`src/rtl/uxn_device_pkg.sv`:
```
// Shared device-page definitions for the Varvara peripheral engines:
// page base addresses, snapshot sizing and the snapshot-reader state encoding.
package uxn_device_pkg;

    localparam logic [7:0] DEV_SYSTEM_BASE  = 8'h00;
    localparam logic [7:0] DEV_CONSOLE_BASE = 8'h10;
    localparam logic [7:0] DEV_SCREEN_BASE  = 8'h20;
    localparam logic [7:0] DEV_AUDIO0_BASE  = 8'h30;

    localparam int MAX_SNAPSHOT_BYTES = 16;
    localparam int SNAP_IDX_W         = $clog2(MAX_SNAPSHOT_BYTES);

    typedef enum logic [1:0] {
        ST_IDLE  = 2'd0,
        ST_READ  = 2'd1,
        ST_DRAIN = 2'd2,
        ST_HOLD  = 2'd3
    } snap_state_e;

endpackage

```
`src/rtl/uxn_device_snapshot_reader.sv`:
```
// Scans a window of device-page RAM through the read-only RAM port and presents
// it as one registered snapshot with valid/ready, flagging changes since last accept.
module uxn_device_snapshot_reader
    import uxn_device_pkg::*;
#(
    parameter logic [7:0] BASE_ADDR = DEV_SCREEN_BASE,
    parameter int         NUM_BYTES = 16
) (
    input  logic                   clk,
    input  logic                   rst_n,
    input  logic                   start,
    output logic                   busy,
    output logic [7:0]             rd_addr,
    input  logic [7:0]             rd_data,
    output logic                   snap_valid,
    input  logic                   snap_ready,
    output logic [8*NUM_BYTES-1:0] snap_data,
    output logic                   snap_changed
);

    localparam logic [SNAP_IDX_W-1:0] LAST_IDX = SNAP_IDX_W'(NUM_BYTES - 1);

    snap_state_e             state_q;
    logic [SNAP_IDX_W-1:0]   iss_q;
    logic [7:0]              rd_addr_q;
    logic                    busy_q;
    logic                    valid_q;
    logic                    changed_q;
    logic [8*NUM_BYTES-1:0]  snap_q;
    logic [8*NUM_BYTES-1:0]  ref_q;
    logic [7:0]              cap_q [NUM_BYTES];

    logic                    cap_we_d;
    logic [SNAP_IDX_W-1:0]   cap_idx_d;
    logic [8*NUM_BYTES-1:0]  img_d;

    // Capture trails issue by one cycle because the RAM read port is registered.
    always_comb begin
        cap_we_d  = ((state_q == ST_READ) && (iss_q != '0)) || (state_q == ST_DRAIN);
        cap_idx_d = (state_q == ST_DRAIN) ? LAST_IDX : iss_q - 1'b1;
    end

    // Completed image: the last byte comes straight from the RAM on the DRAIN edge.
    always_comb begin
        img_d = '0;
        for (int j = 0; j < NUM_BYTES; j++) begin
            if ((state_q == ST_DRAIN) && (j == NUM_BYTES - 1))
                img_d[8*(NUM_BYTES-1-j) +: 8] = rd_data;
            else
                img_d[8*(NUM_BYTES-1-j) +: 8] = cap_q[j];
        end
    end

    always_ff @(posedge clk or negedge rst_n) begin
        if (!rst_n) begin
            state_q   <= ST_IDLE;
            iss_q     <= '0;
            rd_addr_q <= BASE_ADDR;
            busy_q    <= 1'b0;
            valid_q   <= 1'b0;
            changed_q <= 1'b0;
            snap_q    <= '0;
            ref_q     <= '0;
            for (int j = 0; j < NUM_BYTES; j++) cap_q[j] <= 8'h00;
        end else begin
            if (cap_we_d) cap_q[cap_idx_d] <= rd_data;

            case (state_q)
                ST_IDLE: begin
                    if (start) begin
                        state_q   <= ST_READ;
                        iss_q     <= '0;
                        rd_addr_q <= BASE_ADDR;
                        busy_q    <= 1'b1;
                    end
                end
                ST_READ: begin
                    if (iss_q == LAST_IDX) begin
                        state_q <= ST_DRAIN;
                    end else begin
                        iss_q     <= iss_q + 1'b1;
                        rd_addr_q <= rd_addr_q + 8'd1;
                    end
                end
                ST_DRAIN: begin
                    snap_q    <= img_d;
                    changed_q <= (img_d != ref_q);
                    valid_q   <= 1'b1;
                    busy_q    <= 1'b0;
                    state_q   <= ST_HOLD;
                end
                ST_HOLD: begin
                    if (snap_ready) begin
                        valid_q <= 1'b0;
                        ref_q   <= snap_q;
                        // Accept and restart on the same edge keeps back-to-back scans gapless.
                        if (start) begin
                            state_q   <= ST_READ;
                            iss_q     <= '0;
                            rd_addr_q <= BASE_ADDR;
                            busy_q    <= 1'b1;
                        end else begin
                            state_q <= ST_IDLE;
                        end
                    end
                end
                default: state_q <= ST_IDLE;
            endcase
        end
    end

    assign busy         = busy_q;
    assign rd_addr      = rd_addr_q;
    assign snap_valid   = valid_q;
    assign snap_data    = snap_q;
    assign snap_changed = changed_q;

endmodule
```
`config.mk`:
```
export PLATFORM = sky130hd
export DESIGN_NAME = uxn_device_snapshot_reader
export DESIGN_NICKNAME = d
export VERILOG_FILES = /design/src/rtl/uxn_device_pkg.sv /design/src/rtl/uxn_device_snapshot_reader.sv
export SDC_FILE = /design/constraint.sdc
export NUM_CORES = 1
export LEC_CHECK = 0
export CORE_UTILIZATION = 45
export DETAILED_ROUTE_END_ITERATION = 8
export SYNTH_ARGS = -nofsm -noshare
export SYNTH_HDL_FRONTEND = slang
export SYNTH_SLANG_ARGS = --single-unit
```
`constraint.sdc`:
```
create_clock -name clk -period 3.8 [get_ports clk]
set_clock_uncertainty 0.1 [all_clocks]
set_input_delay 1.14 -clock clk [delete_from_list [all_inputs] [get_ports clk]]
set_output_delay 1.14 -clock clk [all_outputs]
set_load 0.005 [all_outputs]
```
Word level (Yosys, flattened, before mapping)

Cells that the tools add are included.

Add/subtract/negate cells: 3
Multiply operators: 0
Div/mod/pow operators: 0
Magnitude comparators: 2
Eq/ne operators: 9
Shift operators: 0
Muxes and demuxes: 23
Bitwise operators: 1
Reduce and logical (&&, ||, !) cells: 13

Operators by type and width:

| kind                                                                          | count |
|---|---|
| 128-bit bitwise mux                                                           | 1 |
| 128-bit != test                                                               | 1 |
| 8-bit 2-to-1 mux                                                              | 5 |
| 8-bit demux with 4-bit select                                                 | 1 |
| 8-bit one-hot mux with 3 select lines                                         | 1 |
| 4-bit 2-to-1 mux                                                              | 4 |
| 4-bit one-hot mux with 3 select lines                                         | 1 |
| 8-bit by 1-bit adder with 8-bit output (second input constant)                | 1 |
| 2-bit one-hot mux with 4 select lines                                         | 1 |
| 2-bit 2-to-1 mux                                                              | 3 |
| 2-bit != test (second input constant)                                         | 3 |
| 2-bit AND reduction                                                           | 3 |
| 3-bit AND reduction                                                           | 2 |
| 3-bit nonzero test                                                            | 2 |
| 5-bit >= comparator (second input constant)                                   | 1 |
| 5-bit by 1-bit less-than comparator with 1-bit output (second input constant) | 1 |
| 4-bit NOT with 5-bit output                                                   | 1 |
| 4-bit by 1-bit adder with 4-bit output (second input constant)                | 1 |
| 2-bit == test (second input constant)                                         | 2 |
| 4-bit == test (second input constant)                                         | 1 |
| 1-bit 2-to-1 mux                                                              | 4 |
| 4-bit nonzero test                                                            | 1 |
| 4-bit by 1-bit subtractor with 4-bit output (second input constant)           | 1 |
| 1-bit one-hot mux with 3 select lines                                         | 1 |
| other kinds (7)                                                               | 8 |

Bits in registers: 401
Latch bits: 0
Bits in writable memories: 0
Bits in read-only memories: 0
Input port bits: 12
Output and inout bits: 139
Word-level logic and storage cells: 75
Memories kept: 0

Depth between registers and ports, before layout

Gate-level depths: netlist of run 1.

Depth in word-level cells: 8
Mapped depth: 10
Gate-level depth less buffers: 8

Worst setup path before layout of run 1

No wires, ideal clock.

Path kind: in2reg
Start point: input port snap_ready
End point: register ref_q[107]
Setup time: 0.125 ns
Arrival: 2.251 ns
Required time: 3.575 ns
Path slack: 1.324 ns
Stages: 4
Path buffers: 2
Cells stage by stage: nand2_1 clkbuf_1 buf_1 mux2_2

Longest elaborated chain between the ends: 1

Ends and longest elaborated chain:

| item                          | line                             | text |
|---|---|---|
| from (decl)                   | uxn_device_snapshot_reader.sv:16 | `input logic snap_ready,` |
| 2-bit AND reduction (no line) | n/a                              |  |
| to (signal assigned)          | uxn_device_snapshot_reader.sv:95 | `ref_q <= snap_q;` |
| to (decl)                     | uxn_device_snapshot_reader.sv:30 | `logic [8*NUM_BYTES-1:0] ref_q;` |

No other way between the ends.
A chain may end at the register's enable or synchronous reset.

Worst setup path after layout of run 1

Start point: register state_q[0]
End point: register changed_q, in the netlist snap_changed

Longest elaborated chain between the ends: 3

Ends and longest elaborated chain:

| item                   | line                                                               | text |
|---|---|---|
| from (decl)            | uxn_device_snapshot_reader.sv:23                                   | `snap_state_e state_q;` |
| from (signal assigned) | uxn_device_snapshot_reader.sv:56                                   | `state_q <= ST_IDLE;` |
| from (signal assigned) | uxn_device_snapshot_reader.sv:71                                   | `state_q <= ST_READ;` |
| from (signal assigned) | uxn_device_snapshot_reader.sv:79                                   | `state_q <= ST_DRAIN;` |
| 2-bit == test *        | uxn_device_snapshot_reader.sv:47, uxn_device_snapshot_reader.sv:68 |  |
| 8-bit 2-to-1 mux       | uxn_device_snapshot_reader.sv:47                                   | `if ((state_q == ST_DRAIN) && (j == NUM_BYTES - 1))` |
| 128-bit != test        | uxn_device_snapshot_reader.sv:87                                   | `changed_q <= (img_d != ref_q);` |
| to (signal assigned)   | uxn_device_snapshot_reader.sv:87                                   |  |
| to (decl)              | uxn_device_snapshot_reader.sv:28                                   | `logic changed_q;` |

Mark *: on every way between the ends. The rest lies on a longest branch, timed or not.

==> results of run 1 <==
==> per-stage QoR <==
step	cells	utilization [%]	cell area (um^2)	hold WS [ps]
final	1832	55.9	20600	385
after global routing	1832	55.9	20600	405
after CTS	1832	55.9	20600	387
after detailed placement	1753	52.0	19100	374
after global placement	1753	52.0	19100	367
after floorplan	1158	-	16900	357
==> cell families after synthesis <==
| logic type | synth area share (%) |
|---|---|
| fa+ha+maj | 0.665 |
| simple gates | 4.59 |
| compound gates | 2.32 |
| mux | 26.0 |
| xor+xnor | 5.22 |
| buf+inv | 1.96 |
| flops | 59.2 |
==> cells in the mapped netlist, types with 3 or more instances <==
library cell    n
dfrtp_1       400
mux2_1         24
xnor2_1        31
mux2_2        360
a22oi_1         4
nor3_2          3
a221oi_1        4
nand3_1         5
a21oi_1         4
xor2_1         70
nand2_1        17
nor2b_1        10
o2bb2ai_1       4
buf_1           6
buf_2          14
ha_1            9
o21ai_0         7
inv_1          39
nor4_1         22
a2111oi_0       3
mux2i_1         8
o22ai_1        12
nor2_1         15
nor2_4         16
nand2b_1        5
clkbuf_1       22
nand4_1        16
==> final timing paths <==
kind	start	endpoint	slack (ps)	cells past startpoint
worst max-delay path	state_q[0]	snap_changed	930	8
worst min-delay path	cap_q[0]	cap_q[0]	380	1
worst max register to register	state_q[0]	snap_changed	930	8
worst min register to register	cap_q[0]	cap_q[0]	380	1
max in group asynchronous	rst_n	snap_data[19]	2280	2
min in group asynchronous	rst_n	rd_addr[6]	410	1
==> metal layers <==
| layer | vias to the layer above | GRT usage (%) | part of all wire, % |
|---|---|---|---|
| met1 | 5294 | 33.7 | 46 |
| met5 | - | 0 | 0 |
| met3 | 57 | 3.89 | 4.0 |
| met4 | 0 | 6.45 | 2.4 |
| li1 | 4458 | - | - |
| met2 | 181 | 37.7 | 47 |
==> worst max-delay path: stages, from the launching register on <==
cell and delay (ps):
dfrtp_1 440, inv_1 210, ha_4 550, mux2i_1 280, xnor2_1 100, nor4_1 520
nand4_1 180, nor3_1 200, a31oi_1 110
==> where the power goes <==
group / switching, uW / internal, uW
Combinational: 2820 / 3530
Sequential: 1450 / 5950
Clock: 1710 / 2500
==> layout make-up <==
class,instances,area (um^2)
clock inverter,15,140
sequential,401,10000
fill,3135,16200
timing repair buffer,170,1770
multi-input combinational,674,6590
clock buffer,64,1300
inverter,40,150
tap,468,586
==> state kept, by name, indices dropped and copies added, names as in the netlist <==
signal	flops
cap_q	128
ref_q	128
snap_data	128
rd_addr	8
iss_q	4
state_q	2
busy	1
snap_changed	1
snap_valid	1
==> cells in the final DEF, fill, tap and decap left out, types with 15 or more instances in the layout <==
master / count
dfrtp_1: 400
mux2_2: 360
clkdlybuf4s50_1: 149
xor2_1: 70
clkbuf_16: 44
inv_1: 39
xnor2_1: 31
mux2_1: 24
nor4_1: 22
nand2_1: 16
nor2_4: 16
nand4_1: 16
nor2_1: 15
==> results.sh, run 1 <==
export IMPL_via_count=9990
export IMPL_holdBufCountCts=0
export IMPL_power_density_mw_per_mm2=873
export IMPL_die_area_mm2=0.0384
export IMPL_yosys_warnings=0
export IMPL_fin_tns_setup_ps=0
export IMPL_antenna_found_initial=1
export IMPL_period_share_pct=75.5
export IMPL_status="finished, final reports clean"
export IMPL_nets=1351
export IMPL_cp_end_kind="register"
export IMPL_ys_types=49
export IMPL_slew_violations=0
export IMPL_core_mm2=0.0368
export IMPL_wire_per_inst_um=24.1
export IMPL_post_cts_repair_setup_buffers=0
export IMPL_clk_pin_slew_ps=60
export IMPL_ioPinCount=151
export IMPL_place_hpwl_um=29600
export IMPL_synth_top_flop_cell="dfrtp_1"
export IMPL_clk_latency_ps=550
export IMPL_gr_total_overflow=0
export IMPL_layout_setup_ws_ps=930
export IMPL_rows=70
export IMPL_synth_top_area_cell="dfrtp_1"
export IMPL_hp_class="register to register"
export IMPL_port_buffers=150
export IMPL_netlist_area_leader_share_pct=59.1
export IMPL_cts_tree="done"
export IMPL_chipWidth_um=196
export IMPL_ys_async_sr_fraction_pct=100
export IMPL_cts_resized=0
export IMPL_worstPathArrival_ps=3160
export IMPL_gp_congestion=0.840
export IMPL_drc=0
export IMPL_root_buffer="clkbuf_16"
export IMPL_leakagePower_uw=0.00961
export IMPL_min_period_ps=2870
export IMPL_grt_pass1_wl_um=67200
export IMPL_synthesis_area_mm2=0.0169
export IMPL_die_h_um=196
export IMPL_worst_slew_pin_slew_ps=785
export IMPL_synth_avg_cell_area_um2=14.6
export IMPL_setup_viol=0
export IMPL_numCtsBuffers=43
export IMPL_ys_top_cells_by_area="dfrtp_1 59%, mux2_2 24%, xor2_1 3.6%, xnor2_1 1.6%, mux2_1 1.6%"
export IMPL_htreeDepth=2
export IMPL_grt_max_degree=103
export IMPL_path_class="register to register"
export IMPL_dr_pass1_iters=4
export IMPL_grt_use_total_pct=23.7
export IMPL_synth_seq_area_share_pct=59.2
export IMPL_syn_to_final_growth_pct=21.4
export IMPL_ys_ff_latch=401
export IMPL_clockBufferDepth=3
export IMPL_drt_first_iter_violations=489
export IMPL_cp_max_fo=36
export IMPL_clock_sinks=401
export IMPL_final_antenna_net_count=0
export IMPL_syn_nets=1179
export IMPL_cp_required_ps=4090
export IMPL_worst_setup_path_start_kind="register"
export IMPL_maxSlewHeadroom_pct=47.3
export IMPL_cap_viol_max_count=0
export IMPL_diodes=0
export IMPL_power_uw=18000
export IMPL_max_clock_freq_ghz=0.348
export IMPL_synth_edf_count=0
export IMPL_initial_utilization_pct=46.1
export IMPL_drt_wl_total_um=44100
export IMPL_grt_setup_unrepaired="false"
export IMPL_grt_pass1_vias=10400
export IMPL_ir_drop_mv=0.474
export IMPL_synth_cells=1158
export IMPL_place_ws_ps=567
export IMPL_vias_per_cell=5.45
export IMPL_drive_gt1_share_pct=35.2
export IMPL_hold_violations=0
No activity file was read; power rests on OpenSTA's default activity.
==> run 2, diff against run 1 <==
==> constraint.sdc (replaced) <==
create_clock -name clk -period 2.7 [get_ports clk]
set_clock_uncertainty 0.1 [all_clocks]
set_input_delay 0.81 -clock clk [delete_from_list [all_inputs] [get_ports clk]]
set_output_delay 0.81 -clock clk [all_outputs]
set_load 0.005 [all_outputs]
==> run 2 against run 1 <==
  * First-iteration DRC count decreased by 5.7%
  * Routed wire length increased by 0.92%
  * Register-to-register slack worse by 760 ps
  * Fmax up 13%
  * Worst setup slack got worse by 760 ps
  * Global-route usage rose by 0.15 points
  * Sequential share of layout area down 0.75 points
  * Cell count rose by 2.3%
  * Cell area increased by 1.6%
  * Clock power is 38% higher
  * Critical path depth shrank 1
  * Via count barely moved
  * Critical endpoint is now cap_q[83]
==> results.sh, run 2 (synthesized netlist as in run 1, its figures left out) <==
export IMPL_htreeDepth=2
export IMPL_nFillCells=3058
export IMPL_grt_pass1_vias=10600
export IMPL_drc=0
export IMPL_clock_sinks=401
export IMPL_die_h_um=196
export IMPL_final_common_cell="dfrtp_1"
export IMPL_clockBufferDepth=3
export IMPL_wire_per_inst_um=23.7
export IMPL_leakagePower_uw=0.00981
export IMPL_fin_util_pct=56.8
export IMPL_clk_latency_ps=550
export IMPL_place_hpwl_um=30000
export IMPL_drive_gt1_share_pct=36.9
export IMPL_grt_max_degree=67
export IMPL_gr_total_overflow=0
export IMPL_max_clock_freq_ghz=0.395
export IMPL_worst_slew_pin_slew_ps=632
export IMPL_syn_to_final_growth_pct=23.3
export IMPL_drt_first_iter_violations=461
export IMPL_worstPathArrival_ps=2860
export IMPL_final_cells=1875
export IMPL_fin_tns_setup_ps=0
export IMPL_chipWidth_um=196
export IMPL_path_class="register to register"
export IMPL_hp_class="input port to asynchronous set/reset pin"
export IMPL_cp_required_ps=3030
export IMPL_dr_pass1_iters=6
export IMPL_ioPinCount=151
export IMPL_regArea_mm2=0.0100
export IMPL_grt_setup_unrepaired="false"
export IMPL_maxSlewHeadroom_pct=57.8
export IMPL_via_count=9981
export IMPL_initial_utilization_pct=46.1
export IMPL_root_buffer="clkbuf_16"
export IMPL_core_mm2=0.0368
export IMPL_rows=70
export IMPL_worst_setup_path_start_kind="register"
export IMPL_grt_use_total_pct=23.9
export IMPL_hold_violations=0
export IMPL_cap_viol_max_count=0
export IMPL_vias_per_cell=5.32
export IMPL_final_cell_mix="400 x dfrtp_1, 360 x mux2_2, 149 x clkdlybuf4s50_1"
export IMPL_antenna_found_initial=3
export IMPL_min_period_ps=2530
export IMPL_cp_end_kind="register"
export IMPL_status="finished, final reports clean"
export IMPL_power_uw=25600
export IMPL_drt_wl_total_um=44500
export IMPL_multiInputGateArea_mm2=0.00660
export IMPL_setup_viol=0
export IMPL_dp_cells=1789
export IMPL_slew_violations=0
export IMPL_port_buffers=150
export IMPL_cts_tree="done"
export IMPL_gp_congestion=0.849
export IMPL_clk_pin_slew_ps=60
export IMPL_grt_pass1_wl_um=67300
export IMPL_ir_drop_mv=0.581
export IMPL_power_density_mw_per_mm2=1230
export IMPL_numCtsBuffers=43
export IMPL_nets=1394
export IMPL_period_share_pct=93.8
export IMPL_final_antenna_net_count=0
export IMPL_die_area_mm2=0.0384
export IMPL_cp_max_fo=8
## run 2: cell count changes in the layout (fill, tap and decap cells not counted), sizes merged
cell,previous run,this run
clkinvlp,0,1
diode,0,2
clkbuf,64,63
bufinv,2,3
buf,21,64
clkinv,12,9
## run 2: per-layer routing
layer  global-route usage (%)  up-vias  wire (um)
met5                        0        -          0
met4                     7.35        0       1100
met3                     4.14       56       2490
met2                     38.3      212      21200
met1                     33.1     5182      19600
li1                         -     4531          -
## run 2: final timing paths
path	slack [ps]	cells after the start	startpoint	endpoint
setup / recovery	170	7	state_q[1]	cap_q[83]
hold / removal	120	1	rst_n	rd_addr[1]
setup reg to reg	170	7	state_q[1]	cap_q[83]
hold reg to reg	390	1	cap_q[2]	cap_q[2]
max in group asynchronous	1660	2	rst_n	ref_q[19]
min in group clk	390	1	cap_q[2]	cap_q[2]
## run 2: repair_timing
item,in CTS,in global routing
hold buffers,0,0
endpoints found under the setup margin,1,68
buffers inserted,1,6
gates resized for setup,1,0
pin swaps,1,1
## run 2: cell type report
class / instances / share of cell area (%)
Sequential cell: 401 / 48.0
Multi-Input combinational cell: 674 / 31.6
Timing Repair Buffer: 213 / 10.2
Clock buffer: 63 / 5.94
Tap cell: 468 / 2.80
Clock inverter: 14 / 0.725
Inverter: 40 / 0.719
Antenna cell: 2 / 0.0240
## run 2: report_power, final
part | internal [uW] | switching [uW] | leakage [uW]
Clock | 3470 | 2360 | 0.000690
Combinational | 5300 | 4100 | 0.00384
Sequential | 8380 | 2010 | 0.00528
## run 2: stage by stage
stage | instance area [um^2] | hold WS [ps] | setup slack, ps
floorplan | 16900 | 357 | 372
global placement | 19400 | 366 | -260
detailed placement | 19400 | 375 | -273
CTS | 20800 | 109 | 60.0
global route | 20900 | 113 | 12.8
finish | 20900 | 120 | 167
## run 2: worst max-delay path: stages (launching register included)
cell and delay, ps:
dfrtp_1 420, inv_1 160, ha_1 340, nand2_1 130
nor3_2 180, nand2_1 280, nor2_4 420, mux2_2 380
==> run 3, diff against run 2 <==
--- a/config.mk
+++ b/config.mk
@@ -5,7 +5,7 @@
 export SDC_FILE = /design/constraint.sdc
 export NUM_CORES = 1
 export LEC_CHECK = 0
-export CORE_UTILIZATION = 45
+export CORE_UTILIZATION = 35
 export DETAILED_ROUTE_END_ITERATION = 8
 export SYNTH_ARGS = -nofsm -noshare
 export SYNTH_HDL_FRONTEND = slang
==> run 3 against run 2 <==
  * Global-route usage down 4.6 points
  * Core utilization down 13 points
  * Routed wire length up 4.9%
  * Combinational power down 1%
  * Power up 1.3%
==> results.sh, run 3 (synthesized netlist as in run 1, its figures left out) <==
export IMPL_status="finished, final reports clean"
export IMPL_cp_max_fo=12
export IMPL_clk_latency_ps=560
export IMPL_min_period_ps=2560
export IMPL_worst_slew_pin_slew_ps=897
export IMPL_die_h_um=222
export IMPL_initial_utilization_pct=35.5
export IMPL_switching_power_uw=8670
export IMPL_path_class="register to register"
export IMPL_cap_viol_max_count=0
export IMPL_wire_per_inst_um=23.2
export IMPL_drc=0
export IMPL_grt_pass1_wl_um=70100
export IMPL_grt_setup_unrepaired="false"
export IMPL_p_int_uw=17300
export IMPL_power_share_clock_pct=23.9
export IMPL_dp_cells=1926
export IMPL_worstPathArrival_ps=2900
export IMPL_syn_to_final_growth_pct=24.7
export IMPL_htreeDepth=2
export IMPL_place_hpwl_um=32300
export IMPL_antenna_found_initial=1
export IMPL_post_cts_repair_setup_buffers=0
export IMPL_setup_viol=0
export IMPL_power_density_mw_per_mm2=1230
export IMPL_period_share_pct=94.8
export IMPL_final_common_cell="dfrtp_1"
export IMPL_vias_per_cell=5.01
export IMPL_place_area_mm2=0.0195
export IMPL_holdBufCountCts=0
export IMPL_pwr_share_seq_pct=40.3
export IMPL_cp_end_kind="register"
export IMPL_hold_violations=0
export IMPL_drt_first_iter_violations=568
export IMPL_drive_gt1_share_pct=36.7
export IMPL_final_antenna_net_count=0
export IMPL_root_buffer="clkbuf_16"
export IMPL_gr_total_overflow=0
export IMPL_port_buffers=150
export IMPL_die_area_mm2=0.0493
export IMPL_nets=1383
export IMPL_max_clock_freq_ghz=0.391
export IMPL_fin_area_mm2=0.0211
export IMPL_fin_util_pct=44.2
export IMPL_drt_wl_total_um=46600
export IMPL_holdWs_ps=111
export IMPL_leakagePower_uw=0.00981
export IMPL_swShare_pct=33.4
export IMPL_maxSlewHeadroom_pct=40.2
export IMPL_cts_tree="done"
export IMPL_ir_drop_mv=0.597
export IMPL_core_mm2=0.0477
export IMPL_via_count=10100
export IMPL_fin_tns_setup_ps=0
export IMPL_ioPinCount=151
export IMPL_worst_setup_path_start_kind="register"
export IMPL_final_cell_mix="400 x dfrtp_1, 360 x mux2_2, 149 x clkdlybuf4s50_1"
export IMPL_diodes=0
export IMPL_rows=80
export IMPL_dr_pass1_iters=5
export IMPL_grt_use_total_pct=19.2
export IMPL_hp_class="input port to asynchronous set/reset pin"
export IMPL_slew_violations=0
export IMPL_grt_pass1_vias=10600
export IMPL_p_comb_share_pct=35.8
export IMPL_grt_max_degree=64
export IMPL_final_cells=2012
export IMPL_cts_resized=0
export IMPL_clock_sinks=401
export IMPL_clk_pin_slew_ps=60
export IMPL_cp_required_ps=3040
export IMPL_gp_congestion=0.906
export IMPL_clockBufferDepth=3
export IMPL_chipWidth_um=222
export IMPL_numCtsBuffers=44
==> run 3: changes by cell type in the layout (fill, tap and decap cells not counted) <==
cell	change
inv_6	-1
clkinv_8	+1
buf_4	-14
bufinv_16	+1
diode_2	-2
nor4_2	-1
buf_12	+2
clkinvlp_4	+2
nor4_1	+1
clkbuf_16	+3
clkinv_2	+1
clkbuf_1	-3
==> run 3: through the flow <==
| step | setup WS [ps] | power (uW) |
|---|---|---|
| after CTS | 101 | 26300 |
| after global routing | 0.732 | 27400 |
| final | 139 | 25900 |
| after floorplan | 372 | 15100 |
| after detailed placement | -43.7 | 19900 |
| after global placement | -31.3 | 19700 |
==> run 3: area by class of cell <==
cell class                      instances  area [um^2]
Clock buffer                           63         1310
Clock inverter                         18          209
Fill cell                            4302        26600
Inverter                               40          150
Multi-Input combinational cell        674         6590
Sequential cell                       401        10000
Tap cell                              615          769
Timing Repair Buffer                  201         2060
==> run 3: final timing paths <==
kind,start,to,slack [ps],depth (start not counted)
worst min register to register,cap_q[1],cap_q[1],380,1
max in group asynchronous,rst_n,snap_data[105],1640,2
worst max register to register,state_q[0],cap_q[24],140,7
worst min-delay path,rst_n,rd_addr[1],110,1
min in group clk,cap_q[1],cap_q[1],380,1
worst max-delay path,state_q[0],cap_q[24],140,7
==> run 3: critical path, cell delays in order, from the launching register on <==
cell     delay [ps]
dfrtp_1         410
inv_1           150
ha_4            280
buf_6           190
nor3_2          210
nand2_1         290
nor2_4          420
mux2_2          380
==> run 3: power by group through the flow <==
stage | Clock, uW | Sequential, uW | Combinational, uW
floorplan | 0 | 9890 | 5240
global placement | 0 | 10500 | 9220
detailed placement | 0 | 10600 | 9340
CTS | 6380 | 10500 | 9400
global route | 6630 | 10800 | 9950
finish | 6210 | 10500 | 9280
==> run 3: metal layers <==
metal / GRT usage [%] / vias up / share of wire, %
li1: - / 4539 / -
met1: 25.9 / 5293 / 45
met2: 31.4 / 190 / 49
met3: 3.94 / 55 / 4.0
met4: 5.13 / 2 / 2.3
met5: 0 / - / 0.041
